--- config.mk ---
export PLATFORM = sky130hd
export DESIGN_NAME = cpu_datapath
export DESIGN_NICKNAME = d
export VERILOG_FILES = /design/src/rtl/cpu_datapath.sv
export SDC_FILE = /design/constraint.sdc
export NUM_CORES = 1
export LEC_CHECK = 0
export BUFFER_PORTS_ARGS = -buffer_cell sky130_fd_sc_hd__buf_2
export CORE_UTILIZATION = 56
export CTS_BUF_LIST = sky130_fd_sc_hd__clkbuf_8 sky130_fd_sc_hd__clkbuf_16
export DETAILED_ROUTE_END_ITERATION = 10
export PLACE_DENSITY_LB_ADDON = 0.08
export SETUP_SLACK_MARGIN = 0.5
export SLEW_MARGIN = 20
export SYNTH_ARGS = -nofsm -noshare
export SYNTH_HDL_FRONTEND = slang
export SYNTH_SLANG_ARGS = --single-unit
--- constraint.sdc ---
create_clock -name clk -period 2.8 [get_ports clk]
set_input_delay 0.56 -clock clk [delete_from_list [all_inputs] [get_ports clk]]
set_output_delay 0.56 -clock clk [all_outputs]
set_load 0.01 [all_outputs]
--- src/rtl/cpu_datapath.sv ---
// 8-bit CPU register file and internal bus: X/Y/SP/A/PC/P/IR, PC auto-increment, SO pin sync.
// Define CPU_DATAPATH_CONTENTION_DETECT_EN to add the sticky bus_err contention output.
module cpu_datapath #(
  parameter logic [7:0] RESET_SP = 8'hFD,
  parameter logic [7:0] RESET_P  = 8'h34
) (
  input  logic        clk,
  input  logic        rst,
  input  logic        rdy,
  input  logic        rw,
  input  logic        irxi,
  input  logic        iryi,
  input  logic        spri,
  input  logic        ai,
  input  logic        pchi,
  input  logic        pcli,
  input  logic        psri,
  input  logic        iri,
  input  logic        irxo,
  input  logic        iryo,
  input  logic        spro,
  input  logic        ao,
  input  logic        pcho,
  input  logic        pclo,
  input  logic        psro,
  input  logic        iro,
  input  logic        so,
  input  logic [7:0]  din,
  output logic [15:0] addr,
  output logic [7:0]  dout,
  output logic        mem_we,
  output logic        fetch,
  output logic [7:0]  ir_q,
  output logic [7:0]  p_q
`ifdef CPU_DATAPATH_CONTENTION_DETECT_EN
  ,
  output logic        bus_err
`endif
);

  logic [7:0]  x_q, y_q, sp_q, a_q, pch_q, pcl_q;
  logic [7:0]  bus;
  logic        addr_phase, pc_inc;
  logic [15:0] pc_next;
  logic        so_s1, so_s2, so_s3, so_fall, so_pend, so_req;

  assign addr_phase = pcho & pclo;
  assign pc_inc     = addr_phase & ~rw & rdy;
  assign pc_next    = {pch_q, pcl_q} + 16'd1;
  assign so_fall    = so_s3 & ~so_s2;
  assign so_req     = so_fall | so_pend;

  assign addr   = {pch_q, pcl_q};
  assign dout   = bus;
  assign mem_we = rw & rdy;
  assign fetch  = addr_phase;

  always_comb begin
    bus = din;
    if (!addr_phase) begin
      if      (irxo) bus = x_q;
      else if (iryo) bus = y_q;
      else if (spro) bus = sp_q;
      else if (ao)   bus = a_q;
      else if (pcho) bus = pch_q;
      else if (pclo) bus = pcl_q;
      else if (psro) bus = p_q;
      else if (iro)  bus = ir_q;
    end
  end

  always_ff @(posedge clk or negedge rst) begin
    if (!rst) begin
      x_q     <= 8'h00;
      y_q     <= 8'h00;
      a_q     <= 8'h00;
      sp_q    <= RESET_SP;
      pch_q   <= 8'h00;
      pcl_q   <= 8'h00;
      p_q     <= RESET_P;
      ir_q    <= 8'hEA;
      so_s1   <= 1'b1;
      so_s2   <= 1'b1;
      so_s3   <= 1'b1;
      so_pend <= 1'b0;
    end else begin
      // Synchronizer runs free so SO edges are caught even while stalled.
      so_s1 <= so;
      so_s2 <= so_s1;
      so_s3 <= so_s2;
      if (rdy) begin
        if (irxi) x_q  <= bus;
        if (iryi) y_q  <= bus;
        if (spri) sp_q <= bus;
        if (ai)   a_q  <= bus;
        if (iri)  ir_q <= bus;
        if (pchi)        pch_q <= bus;
        else if (pc_inc) pch_q <= pc_next[15:8];
        if (pcli)        pcl_q <= bus;
        else if (pc_inc) pcl_q <= pc_next[7:0];
        // A bus load of P overrides and discards any pending SO set.
        if (psri)        p_q <= {bus[7:6], 1'b1, bus[4:0]};
        else if (so_req) p_q <= p_q | 8'h40;
        so_pend <= 1'b0;
      end else begin
        so_pend <= so_req;
      end
    end
  end

`ifdef CPU_DATAPATH_CONTENTION_DETECT_EN
  logic [7:0] drv;
  logic       multi_drv;

  assign drv       = {irxo, iryo, spro, ao, pcho, pclo, psro, iro};
  assign multi_drv = (drv & (drv - 8'd1)) != 8'd0;

  always_ff @(posedge clk or negedge rst) begin
    if (!rst)                                bus_err <= 1'b0;
    else if (rdy && !addr_phase && multi_drv) bus_err <= 1'b1;
  end
`else
  // Without contention detection the priority mux resolves multiple drivers silently.
`endif

endmodule

==> impl.org <==
** Synthesis
- Post-synthesis instance area :: 0.00377 mm^2
- In this run the mean area of a mapped cell was 8.69 um^2.
- Sequential area share after synthesis :: 45.7%
- The synthesized netlist contains 55 unique library cells.
- Gate count of the mapped netlist :: 434
- Yosys printed 0 warnings.
- The synthesized design spends more area on one cell type than any other, namely sky130_fd_sc_hd__dfrtp_1.
- Primary FF master, synth :: sky130_fd_sc_hd__dfrtp_1
- In this run, synthesis inferred 0 flip-flops with an integrated enable.
- In the post-synthesis netlist, the cell with the most instances is sky130_fd_sc_hd__nand2_1.
- Synth async-reset ratio :: 100%
- Top area cells in the synthesized netlist :: sky130_fd_sc_hd__dfrtp_1 (33%), sky130_fd_sc_hd__dfstp_2 (13%), sky130_fd_sc_hd__nand2_1 (6.7%), sky130_fd_sc_hd__a21oi_1 (6.2%), sky130_fd_sc_hd__o21ai_0 (6.2%)
- Sorting the synthesized cells by how often they occur yields sky130_fd_sc_hd__nand2_1 (67), sky130_fd_sc_hd__dfrtp_1 (50), sky130_fd_sc_hd__a21oi_1 (47), sky130_fd_sc_hd__o21ai_0 (47).
- Share of Yosys cell area claimed by the top area cell type :: 33.2%
- Flops & latches, synth :: 68
- The number of nets in the synthesized netlist is 464.

** Worst setup path
- Required time worst endpoint :: 2.24 ns
- In this run the worst setup path begins at iryo.
- Nature of the critical path endpoint :: output port
- Of all nets on the critical path, the largest fanout is 6.
- Signal arrival time at the worst endpoint :: 1.84 ns
- The worst setup path is launched from a primary input.
- Source of the worst register-to-register timing path :: pcl_q[3]
- Worst setup path category :: primary input to output port

** STA
- Hold violation count in the final report :: 0
- Worst clock skew on the final layout :: 0.00801 ns
- Actual transition at the worst max-transition pin :: 0.584 ns
- Measured against its own limit, the worst slew margin works out to 61.1%.
- The final-report max-slew violation count came to 0.
- Setup repair after global routing missed its margin :: yes
- Summed over all failing endpoints, the final setup total negative slack is 0 ns.
- The worst path needs 2.40 ns of the cycle, external delays included.
- The worst path uses 85.6% of the clock period.
- Setup violations remaining at the end of the flow were counted as 0.
- Derived from the worst setup path, the maximum achievable clock frequency is 417 MHz.

** Placement
- Total half-perimeter wirelength after legalization and detailed placement :: 8820 um
- Counting tap cells, the placed design contains a total of 574 instances.
- Number of buffer cells added on primary ports :: 70
- Placed Area :: 0.00424 mm^2
- Routability-driven placement congestion ratio :: 0.950

** Floorplanning
- DIE AREA :: 0.00707 mm^2
- The floorplan has 29 rows.
- Initial core utilization :: 58.8%
- The core region is 0.00642 mm^2.
- Die Ht :: 84.1 um
- Number of top-level pins :: 71
- Overall die width :: 84.1 um

** Layout
- The area growth from synthesis to layout is 28.6%.
- Cells fill 75.6% of the core in the end.
- The layout has 458 filler cells.
- In the final layout, the share of cells above drive strength 1 is 34.8%.
- Post-layout instance count excluding filler cells :: 606
- The net count of the finished layout is 554.
- Final Instance Area :: 0.00485 mm^2
- Area of the multi-input gates :: 0.00201 mm^2
- The repair_antennas step left the layout with diodes totalling 0.
- Footprint of the flip-flops and latches :: 0.00173 mm^2

** Power
- For this design the total switching power over the nets is 1150 uW.
- Per report_power, the combinational group accounts for 28.3% of the total.
- Worst ir drop on vdd :: 0.585 mV
- Of the total power, registers draw 42.1%.
- Overall power consumption after layout is estimated at 3330 uW.
- Static Leakage :: 0.00214 uW
- Internal power :: 2180 uW
- Cell Pwr Density :: 685 mW/mm^2
- Switching power share of the total :: 34.5%
- Of the total power, the clock network draws 29.6%.

** Flow run
- Across the run, the number of max-cap violations was 0.

** Hold path
- The min-delay analysis places its worst path in the category primary input to async pin.

** Run status
- Status :: complete, but fails checks
- The checks that failed: design-rule violations.

** Clock network
- Clock-pin slew on the worst setup and hold paths :: 0.08 ns
- The number of clock buffers added by TritonCTS is 9.
- The longest clock path from root to sink contains 2 buffers.
- Clock latency on the worst-skew pair, taken at its later pin, is 0.34 ns.
- Clock tree from TritonCTS :: done
- CTS sink count :: 68
- The H-tree was split into 3 levels.
- The root buffer cell chosen for the clock tree is sky130_fd_sc_hd__clkbuf_8.

** Detailed routing
- The final layout contains routed wiring with a total length of 12800 um.
- Before antenna repair, the detailed router went through 8 iterations.
- Antenna viol nets, final :: 0
- For this run, design rule violations remaining after detail routing come to 10.
- Initial detailed-routing violation count :: 520
- In the routed layout, each cell is associated on average with a via count of 6.54.
- WL/cell :: 21.1 um
- Detailed-route via count :: 3963

** Global routing
- Overall routing resource usage :: 36.7%
- First-pass GRT wire length :: 19500 um
- Entering global routing, the biggest net connects 29 pins.
- GRT Residual Overflow :: 0
- The via count of the first global-routing pass came to 3702.
- The initial antenna violation count came to 0.
[final timing paths]
path / slack, ns / endpoint / cells past startpoint
worst max-delay path: 0.40 / dout[6] / 8
worst min-delay path: 0.20 / pcl_q[1] / 1
worst max register to register: 0.60 / pch_q[3] / 11
worst min register to register: 0.36 / so_s2 / 0
max in group asynchronous: 1.80 / sp_q[5] / 2
min in group clk: 0.31 / so_s1 / 1
[power by group through the flow]
stage / combinational [uW] / clock, uW / sequential [uW]
2_1_floorplan: 440 / 0 / 1380
3_3_place_gp: 805 / 0 / 1390
3_5_place_dp: 817 / 0 / 1400
4_1_cts: 895 / 991 / 1380
5_1_grt: 1010 / 1030 / 1420
6_report: 942 / 986 / 1400
[metrics by stage]
stage                     setup slack (ns)  hold WS, ns
after floorplan                      0.514        0.264
after global placement               0.261        0.350
after detailed placement             0.307        0.352
after CTS                            0.489        0.212
after global routing                 0.389        0.239
final                                0.405        0.200
[flip-flops by register name (all words and copies together), names as in the netlist]
signal   count
so_s2        1
ir_q         8
pcl_q        8
x_q          8
y_q          8
p_q          8
so_s1        1
so_s3        1
sp_q         8
pch_q        8
so_pend      1
a_q          8
[cell usage in the layout, fill, tap and decap left out, drive strengths merged, types with 2 or more instances in the layout]
cell    synthesis  routed
clkinv          2       5
nor3b           4       4
and3            2       2
nand3           8       8
dfstp          18      18
buf            10     106
a311oi          2       2
and2            4       4
a221oi         11      11
nand4           4       4
a21oi          47      47
a41oi           4       4
a21o            3       3
o31ai           2       2
bufinv          0       3
o221ai          5       5
nand3b          6       6
a221o           2       2
o21ai          62      62
clkbuf         17       9
or3             5       5
nor2b           8       8
inv            18      19
nor4            5       5
nand2b          3       3
nor3            8       8
mux2i           9       9
a31oi           5       5
nand2          68      68
o221a           2       2
dfrtp          50      50
o31a            2       2
nor2           17      17
o22ai           2       2
a31o            3       3
a22oi           5       5
[metal layers]
layer,up-vias,routed length (um),track usage [%]
met3,58,1140,7.02
met5,-,0,0
met2,243,5900,56.0
met1,1897,5160,49.8
met4,0,602,19.0
li1,1765,-,-
[critical path, cell delays in order]
cell and delay [ns]:
sky130_fd_sc_hd__buf_12 0.10, sky130_fd_sc_hd__buf_4 0.16, sky130_fd_sc_hd__nor3b_2 0.17, sky130_fd_sc_hd__a21oi_1 0.33
sky130_fd_sc_hd__a31o_2 0.26, sky130_fd_sc_hd__a31oi_4 0.05, sky130_fd_sc_hd__inv_1 0.09, sky130_fd_sc_hd__buf_2 0.12
[kinds of logic after synthesis]
logic type      after synthesis  share of synthesized area, %
simple gates                146                          18.9
fa+ha+maj                     1                         0.332
buf+inv                      47                          5.50
flops                        68                          45.7
mux                           9                          2.39
compound gates              163                          27.2
[cell type report]
cell class	count	share of cell area, %
repair buffers	106	14.5
clock inverters	7	2.40
clock buffers	9	2.55
multi-input cells	319	41.4
well taps	77	1.98
flip-flops and latches	68	35.5
inverters	20	1.55
[what timing repair did]
action                     in CTS  in global routing
setup buffers                  14                  2
hold buffers                    0                  0
gates resized for setup        48                 13
setup endpoints to repair       8                  8
pin swaps                      11                  8
No activity file was read; power rests on OpenSTA's default activity.
